[src/rtl/dmem_responder.sv]
// rtl/dmem_responder.sv - byte-serial data-memory responder for MEM-stage loads/stores
// Optional alignment checking is enabled by defining DMEM_ALIGN_CHECK_EN.
module dmem_responder #(
    parameter int NB_WIDTH = 32,
    parameter int NB_ADDR  = 9,
    parameter int NB_DATA  = 8
) (
    input  logic                i_clk,
    input  logic                i_reset,
    input  logic                i_req_valid,
    output logic                o_req_ready,
    input  logic                i_req_we,
    input  logic [NB_WIDTH-1:0] i_req_addr,
    input  logic [NB_WIDTH-1:0] i_req_wdata,
    input  logic [2:0]          i_req_bhw,
    output logic                o_rsp_valid,
    input  logic                i_rsp_ready,
    output logic [NB_WIDTH-1:0] o_rsp_rdata,
    output logic                o_rsp_err,
    output logic                o_busy
);

    typedef enum logic [1:0] {
        ST_IDLE   = 2'd0,
        ST_ACCESS = 2'd1,
        ST_RESP   = 2'd2
    } state_t;

    state_t state_q, state_d;

    logic [NB_DATA-1:0]  mem [0:(2**NB_ADDR)-1];

    logic [NB_ADDR-1:0]  addr_q;
    logic [NB_WIDTH-1:0] wdata_q;
    logic [NB_WIDTH-1:0] acc_q;
    logic [1:0]          last_idx_q;
    logic [1:0]          cnt_q;
    logic                we_q;
    logic                zext_q;
    logic                err_q;

    logic                req_hs;
    logic                req_err;
    logic [NB_ADDR-1:0]  ram_addr;
    logic [1:0]          byte_idx;
    logic [NB_WIDTH-1:0] wshift;
    logic [NB_DATA-1:0]  wbyte;
    logic [NB_WIDTH-1:0] load_ext;
    logic                unused_addr_bits;

    assign unused_addr_bits = ^i_req_addr[NB_WIDTH-1:NB_ADDR];

    assign req_hs = (state_q == ST_IDLE) && i_req_valid;

`ifdef DMEM_ALIGN_CHECK_EN
    assign req_err = (i_req_bhw[1:0] == 2'b10)
                   || ((i_req_bhw[1:0] == 2'b01) && i_req_addr[0])
                   || ((i_req_bhw[1:0] == 2'b11) && (i_req_addr[1:0] != 2'b00));
`else
    assign req_err = (i_req_bhw[1:0] == 2'b10);
`endif

    // Address wraps naturally at the top of the RAM because the sum is NB_ADDR wide.
    assign ram_addr = addr_q + NB_ADDR'(cnt_q);
    assign byte_idx = last_idx_q - cnt_q;
    assign wshift   = wdata_q >> {byte_idx, 3'b000};
    assign wbyte    = wshift[NB_DATA-1:0];

    always_comb begin
        load_ext = acc_q;
        case (last_idx_q)
            2'd0: load_ext = zext_q ? {{(NB_WIDTH-8){1'b0}}, acc_q[7:0]}
                                    : {{(NB_WIDTH-8){acc_q[7]}}, acc_q[7:0]};
            2'd1: load_ext = zext_q ? {{(NB_WIDTH-16){1'b0}}, acc_q[15:0]}
                                    : {{(NB_WIDTH-16){acc_q[15]}}, acc_q[15:0]};
            default: load_ext = acc_q;
        endcase
    end

    always_ff @(posedge i_clk or negedge i_reset) begin
        if (!i_reset) begin
            state_q <= ST_IDLE;
        end else begin
            state_q <= state_d;
        end
    end

    always_comb begin
        state_d = state_q;
        case (state_q)
            ST_IDLE: begin
                if (i_req_valid) begin
                    state_d = req_err ? ST_RESP : ST_ACCESS;
                end
            end
            ST_ACCESS: begin
                if (cnt_q == last_idx_q) begin
                    state_d = ST_RESP;
                end
            end
            ST_RESP: begin
                if (i_rsp_ready) begin
                    state_d = ST_IDLE;
                end
            end
            default: state_d = ST_IDLE;
        endcase
    end

    always_comb begin
        o_req_ready = (state_q == ST_IDLE);
        o_busy      = (state_q != ST_IDLE);
        o_rsp_valid = (state_q == ST_RESP);
        o_rsp_err   = (state_q == ST_RESP) && err_q;
        o_rsp_rdata = '0;
        if ((state_q == ST_RESP) && !err_q && !we_q) begin
            o_rsp_rdata = load_ext;
        end
    end

    always_ff @(posedge i_clk or negedge i_reset) begin
        if (!i_reset) begin
            addr_q     <= '0;
            wdata_q    <= '0;
            acc_q      <= '0;
            last_idx_q <= '0;
            cnt_q      <= '0;
            we_q       <= 1'b0;
            zext_q     <= 1'b0;
            err_q      <= 1'b0;
        end else begin
            if (req_hs) begin
                addr_q     <= i_req_addr[NB_ADDR-1:0];
                wdata_q    <= i_req_wdata;
                acc_q      <= '0;
                // Size code doubles as the index of the last byte: B=0, H=1, W=3.
                last_idx_q <= i_req_bhw[1:0];
                cnt_q      <= '0;
                we_q       <= i_req_we;
                zext_q     <= i_req_bhw[2];
                err_q      <= req_err;
            end else if (state_q == ST_ACCESS) begin
                cnt_q <= cnt_q + 2'd1;
                if (!we_q) begin
                    acc_q <= {acc_q[NB_WIDTH-NB_DATA-1:0], mem[ram_addr]};
                end
            end else if ((state_q == ST_RESP) && i_rsp_ready) begin
                err_q <= 1'b0;
            end
        end
    end

    // Backing store has no reset: contents survive i_reset.
    always_ff @(posedge i_clk) begin
        if ((state_q == ST_ACCESS) && we_q) begin
            mem[ram_addr] <= wbyte;
        end
    end

endmodule

[config.mk]
export PLATFORM = sky130hd
export DESIGN_NAME = dmem_responder
export DESIGN_NICKNAME = d
export VERILOG_FILES = /design/src/rtl/dmem_responder.sv
export SDC_FILE = /design/constraint.sdc
export NUM_CORES = 2
export LEC_CHECK = 0
export CAP_MARGIN = 20
export CELL_PAD_IN_SITES_DETAIL_PLACEMENT = 1
export CELL_PAD_IN_SITES_GLOBAL_PLACEMENT = 2
export CORE_ASPECT_RATIO = 0.6
export CORE_UTILIZATION = 30
export CTS_CLUSTER_DIAMETER = 200
export DETAILED_ROUTE_END_ITERATION = 10
export PLACE_DENSITY = 0.64
export SYNTH_ARGS = -nofsm -noshare
export SYNTH_HDL_FRONTEND = slang
export SYNTH_SLANG_ARGS = --single-unit
[constraint.sdc]
create_clock -name i_clk -period 7.4 [get_ports i_clk]
set_input_delay 1.85 -clock i_clk [delete_from_list [all_inputs] [get_ports i_clk]]
set_output_delay 1.85 -clock i_clk [all_outputs]
set_load 0.1 [all_outputs]
Yosys cells after proc, flatten, opt, wreduce, memory -nomap -nowiden
Memories as Yosys holds them, arrays and structs flattened.
Index checks and enable logic that the tools add are counted.
Storage, ports and cells
  register bits after elaboration: 82
  latch bits: 0
  memory bits (writable): 4096
  bits in read-only memories: 0
  input bits: 72
  output and inout bits: 36
  logic and storage cells: 59
  memories kept: 1
Cells by class
  add/subtract/negate cells: 3
  multipliers: 0
  div/mod/pow operators: 0
  magnitude comparators: 0
  equal/unequal tests: 10
  shift operators: 1
  multiplexer cells: 19
  bitwise gates (word level): 0
  reduce and logical (&&, ||, !) cells: 16
Memories
  mem: depth 512, bits a word 8, rd ports 1, clocked after Yosys merged registers in 0, write ports 1, RTL line 31  | logic [NB_DATA-1:0] mem [0:(2**NB_ADDR)-1];
Operator list (count)
  2-to-1 mux 32 bit: 6
  case mux 32 bit (2 select lines): 1
  >> shifter 32 x 5 -> 8 bit: 1
  2-to-1 mux 2 bit: 6
  adder 9 x 2 -> 9 bit: 1
  logical AND 1 bit: 6
  inequality test 2 bit, second input constant: 3
  case mux 2 bit (3 select lines): 1
  nonzero test 2 bit: 3
  2-to-1 mux 1 bit: 5
  equality test 2 x 1 -> 1 bit, second input constant: 2
  equality test 2 bit, second input constant: 2
  logical NOT 2 bit: 2
  inequality test 2 x 1 -> 1 bit, second input constant: 2
  AND reduction 2 bit: 2
  AND reduction 3 bit: 1
  adder 2 x 1 -> 2 bit, second input constant: 1
  equality test 2 bit: 1
  logical NOT 1 bit: 2
  subtractor 2 bit: 1

Longest topological paths before layout
  word-level depth: 5
  gate-level depth with buffers: 17
  depth with buffers taken out: 10

Least setup slack after synthesis
OpenSTA, ideal clock, no wires.
  kind: reg2reg
  from: reg last_idx_q[0]
  to: mem mem[0][0], data pin
  setup time: 0.903 ns
  data arrival time: 5.270 ns
  data required time: 6.497 ns
  path slack: 1.227 ns
  stages on the path, launching flop included: 6
  buffers on the path: 1
  period minus slack after synthesis: 6.173 ns
  cell sequence: dfrtp_1 clkbuf_1 inv_1 ha_1 xor2_1 mux4_2
Between the ends
  cells in the longest elaborated chain, start to end: 2
Ends and longest elaborated chain
  start: declaration: RTL line 36  | logic [1:0] last_idx_q;
  start signal: assignment: RTL line 137  | last_idx_q <= i_req_bhw[1:0];
  subtractor 2 bit: RTL line 65  | assign byte_idx = last_idx_q - cnt_q;
  >> shifter 32 x 5 -> 8 bit: RTL line 66  | assign wshift = wdata_q >> {byte_idx, 3'b000};
  via wshift[0]: RTL line 46  | logic [NB_WIDTH-1:0] wshift;
  end: declaration: RTL line 31
The timed path passes the listed nets, and every way through them passes these cells.

Worst setup path in the final report
  from: reg state_q[0]
  to: out o_rsp_rdata[17]
Between the ends
  cells in the longest elaborated chain, start to end: 4
Ends and longest elaborated chain
  start: declaration: RTL line 29  | state_t state_q, state_d;
  start signal: assignment: RTL line 84  | state_q <= state_d;
  equality test 2 bit: RTL line 116  | if ((state_q == ST_RESP) && !err_q && !we_q) begin
  logical AND 1 bit (2 in a row): RTL line 116
  2-to-1 mux 32 bit: RTL line 116
  end: declaration: RTL line 18  | output logic [NB_WIDTH-1:0] o_rsp_rdata,
No other way between the ends.

==> metrics <==
DRT antenna net count 0; cell count after synthesis 8,686; crit end category output pin; Slew @ Worst Pin 1.39 ns; average cell area after synthesis 18.9 µm²; outcome completed; CP required 5.55 ns; critical-path cell list nand2b_1 > nor3_1 > o21ai_1 > buf_4 > a21oi_1 > clkdlybuf4s50_1; final net count 8,953; CTS tree built; max-slew violation count 0; die height 575 µm; via count 88,158; GR Util met1 28.8%; Cell variety after synth 93; Max Root-Sink Buffers 4; CTS Sinks 4,178; ys async rst share 1.96%; Mapped Area 164,000 µm²; most frequent cells in the layout edfxtp_1 (4,096), nand2_1 (1,196), mux4_2 (910); Die ar. 550,000 µm²; Post-CTS Setup Inserts 0; Initial DRT Pass Iterations 5; Core Area 542,000 µm²; Starting Density 30.2%; Post-Syn Nets 8,762; Root Driver clkbuf_16; first-pass GRT wire length 717,000 µm; f_max 163 MHz; startpoint types flop; DP HPWL 314,000 µm; slowest CP cell clkdlybuf4s50_1; hold-fix buffer count after cts 0; hold crit path type reg -> reg; IO Count 108; commonest non-fill, non-tap cell in the layout edfxtp_1; htree depth 5; crit path kind reg -> out; largest net degree at the start of global routing 196; RSZ-0062 raised after global routing false; Critical Path AT 4.30 ns; CP max FO 13; Main synth FF type edfxtp_1; Seq/Total Area, Yosys 76.2%; Layout area overhead 13.4%; Top Usage Layer GRT met1; CP top delay family buffers and inverters; total CTS buffers 363; via density per instance 5.36; drt drc 0; final worst slack 1.25 ns; final WL 517,000 µm; setup violators final 0; met3 Usage GRT 4.02%; Tmin final 6.15 ns; max incr delay on CP 1.17 ns; pre-CTS setup slack 1.56 ns; later-pin clock latency in the skew report 0.95 ns; Avg WL per Cell 31.4 µm; layout cell share with drive strength beyond 1 19.7%; Yosys reg bits 4,178; GRT Util Overall 18.3%; Final period util 83.2%; routability cong. 0.804; Buffers & Inverters on Critical Path 2; grt ovf 0; Final Hold Violating Endpoints 0; Port Buffers 84; Rows 209; max cap viols 0; initial antenna violation count 50; final setup TNS 0 ns; number of global-route vias before repair 88,261; Clock Pin Slew Worst Setup and Hold Paths 0.07 ns; Layout Utilization 34.3%; DR iter-0 viols 12,170; Setup Skew 0.0442 ns; Die Width 957 µm; Synth warnings 0; Slew headroom 7.56%; GR Layer Usage met2 25.8%; CTS resizes 0; number of enable flip-flop cells after synthesis 4,096
-- worst reg2reg max path, cell delays in order, from the launching register on --
cell,delay (ns)
dfrtp_1,0.46
ha_4,0.22
fa_4,1.35
mux4_2,0.48
nand2_1,0.06
and3_1,0.24
a31oi_1,0.54
o221ai_1,0.66
nor4_1,1.10
nand4_1,0.48
o31ai_1,0.34
-- path summary, 6_finish.rpt --
path | startpoint | endpoint | slack (ns) | depth (start not counted)
max | state_q[0] | o_rsp_rdata[17] | 1.25 | 6
min reg2reg | wdata_q[21] | wdata_q[21] | 0.48 | 2
min in group asynchronous | i_reset | acc_q[27] | 0.79 | 1
max in group asynchronous | i_reset | wdata_q[10] | 5.34 | 2
max reg2reg | cnt_q[0] | acc_q[0] | 1.39 | 10
min | wdata_q[21] | wdata_q[21] | 0.48 | 2
-- final cells by class --
class,count,area [µm²]
tap,7279,9110
timing repair buffer,387,4180
inverter,23,88.8
antenna,12,30.0
clock buffer,436,9510
sequential,4178,125000
fill,54159,356000
multi-input combinational,3924,36000
clock inverter,217,1990
-- registers in the layout (all words and copies together) (netlist names) --
name,flops
we_q,1
wdata_q,32
cnt_q,2
addr_q,9
mem,4096
err_q,1
last_idx_q,2
state_q,2
acc_q,32
zext_q,1
-- synthesized netlist by cell type, types with 16 or more instances --
cell / instances / area share [%]
a21oi_1: 131 / 0.40
a22o_1: 35 / 0.19
a22oi_1: 16 / 0.073
a31oi_1: 103 / 0.39
a32oi_1: 49 / 0.26
and2_1: 20 / 0.076
and3_1: 70 / 0.27
buf_1: 36 / 0.082
buf_2: 133 / 0.41
buf_4: 155 / 0.71
buf_6: 58 / 0.40
clkbuf_1: 173 / 0.40
dfrtp_1: 82 / 1.3
edfxtp_1: 4096 / 75
inv_1: 22 / 0.050
mux2i_1: 105 / 0.64
mux4_2: 918 / 13
nand2_1: 1212 / 2.8
nand3_1: 316 / 0.96
nand4_1: 23 / 0.088
nor2_1: 601 / 1.4
nor4_1: 20 / 0.076
o2111ai_1: 16 / 0.085
o21ai_0: 48 / 0.15
o22ai_1: 31 / 0.12
-- logic make-up (layout without fill, tap and decap cells) --
logic type               after synthesis  count (layout)  synth area share (%)
adder cells (fa/ha/maj)                4               4                0.0351
AND/OR/NAND/NOR                     2321            2321                  5.87
other                                  0              12                     0
buffers and inverters                584            1063                  2.10
multiplexers                        1028            1028                  13.3
XOR/XNOR                               5               5                0.0427
flip-flops                          4178            4178                  76.2
AO/OA/AOI/OAI                        566             566                  2.41
-- layer usage --
layer  up-vias  share of wire (%)
met1     48294                 46
met3       638                9.6
met2      4113                 42
li1      35099                  -
met4        14                2.0
met5         -              0.017
-- through the flow --
stage	instances	instance area [µm²]	hold slack (ns)
floorplan	8686	164000	0.440
global placement	15768	174000	0.455
detailed placement	15774	174000	0.463
CTS	16427	186000	0.482
global route	16444	186000	0.508
finish	16456	186000	0.480
Power is not shown: default switching activity piles up to over one toggle a cycle in this logic, so the estimate is an artifact.
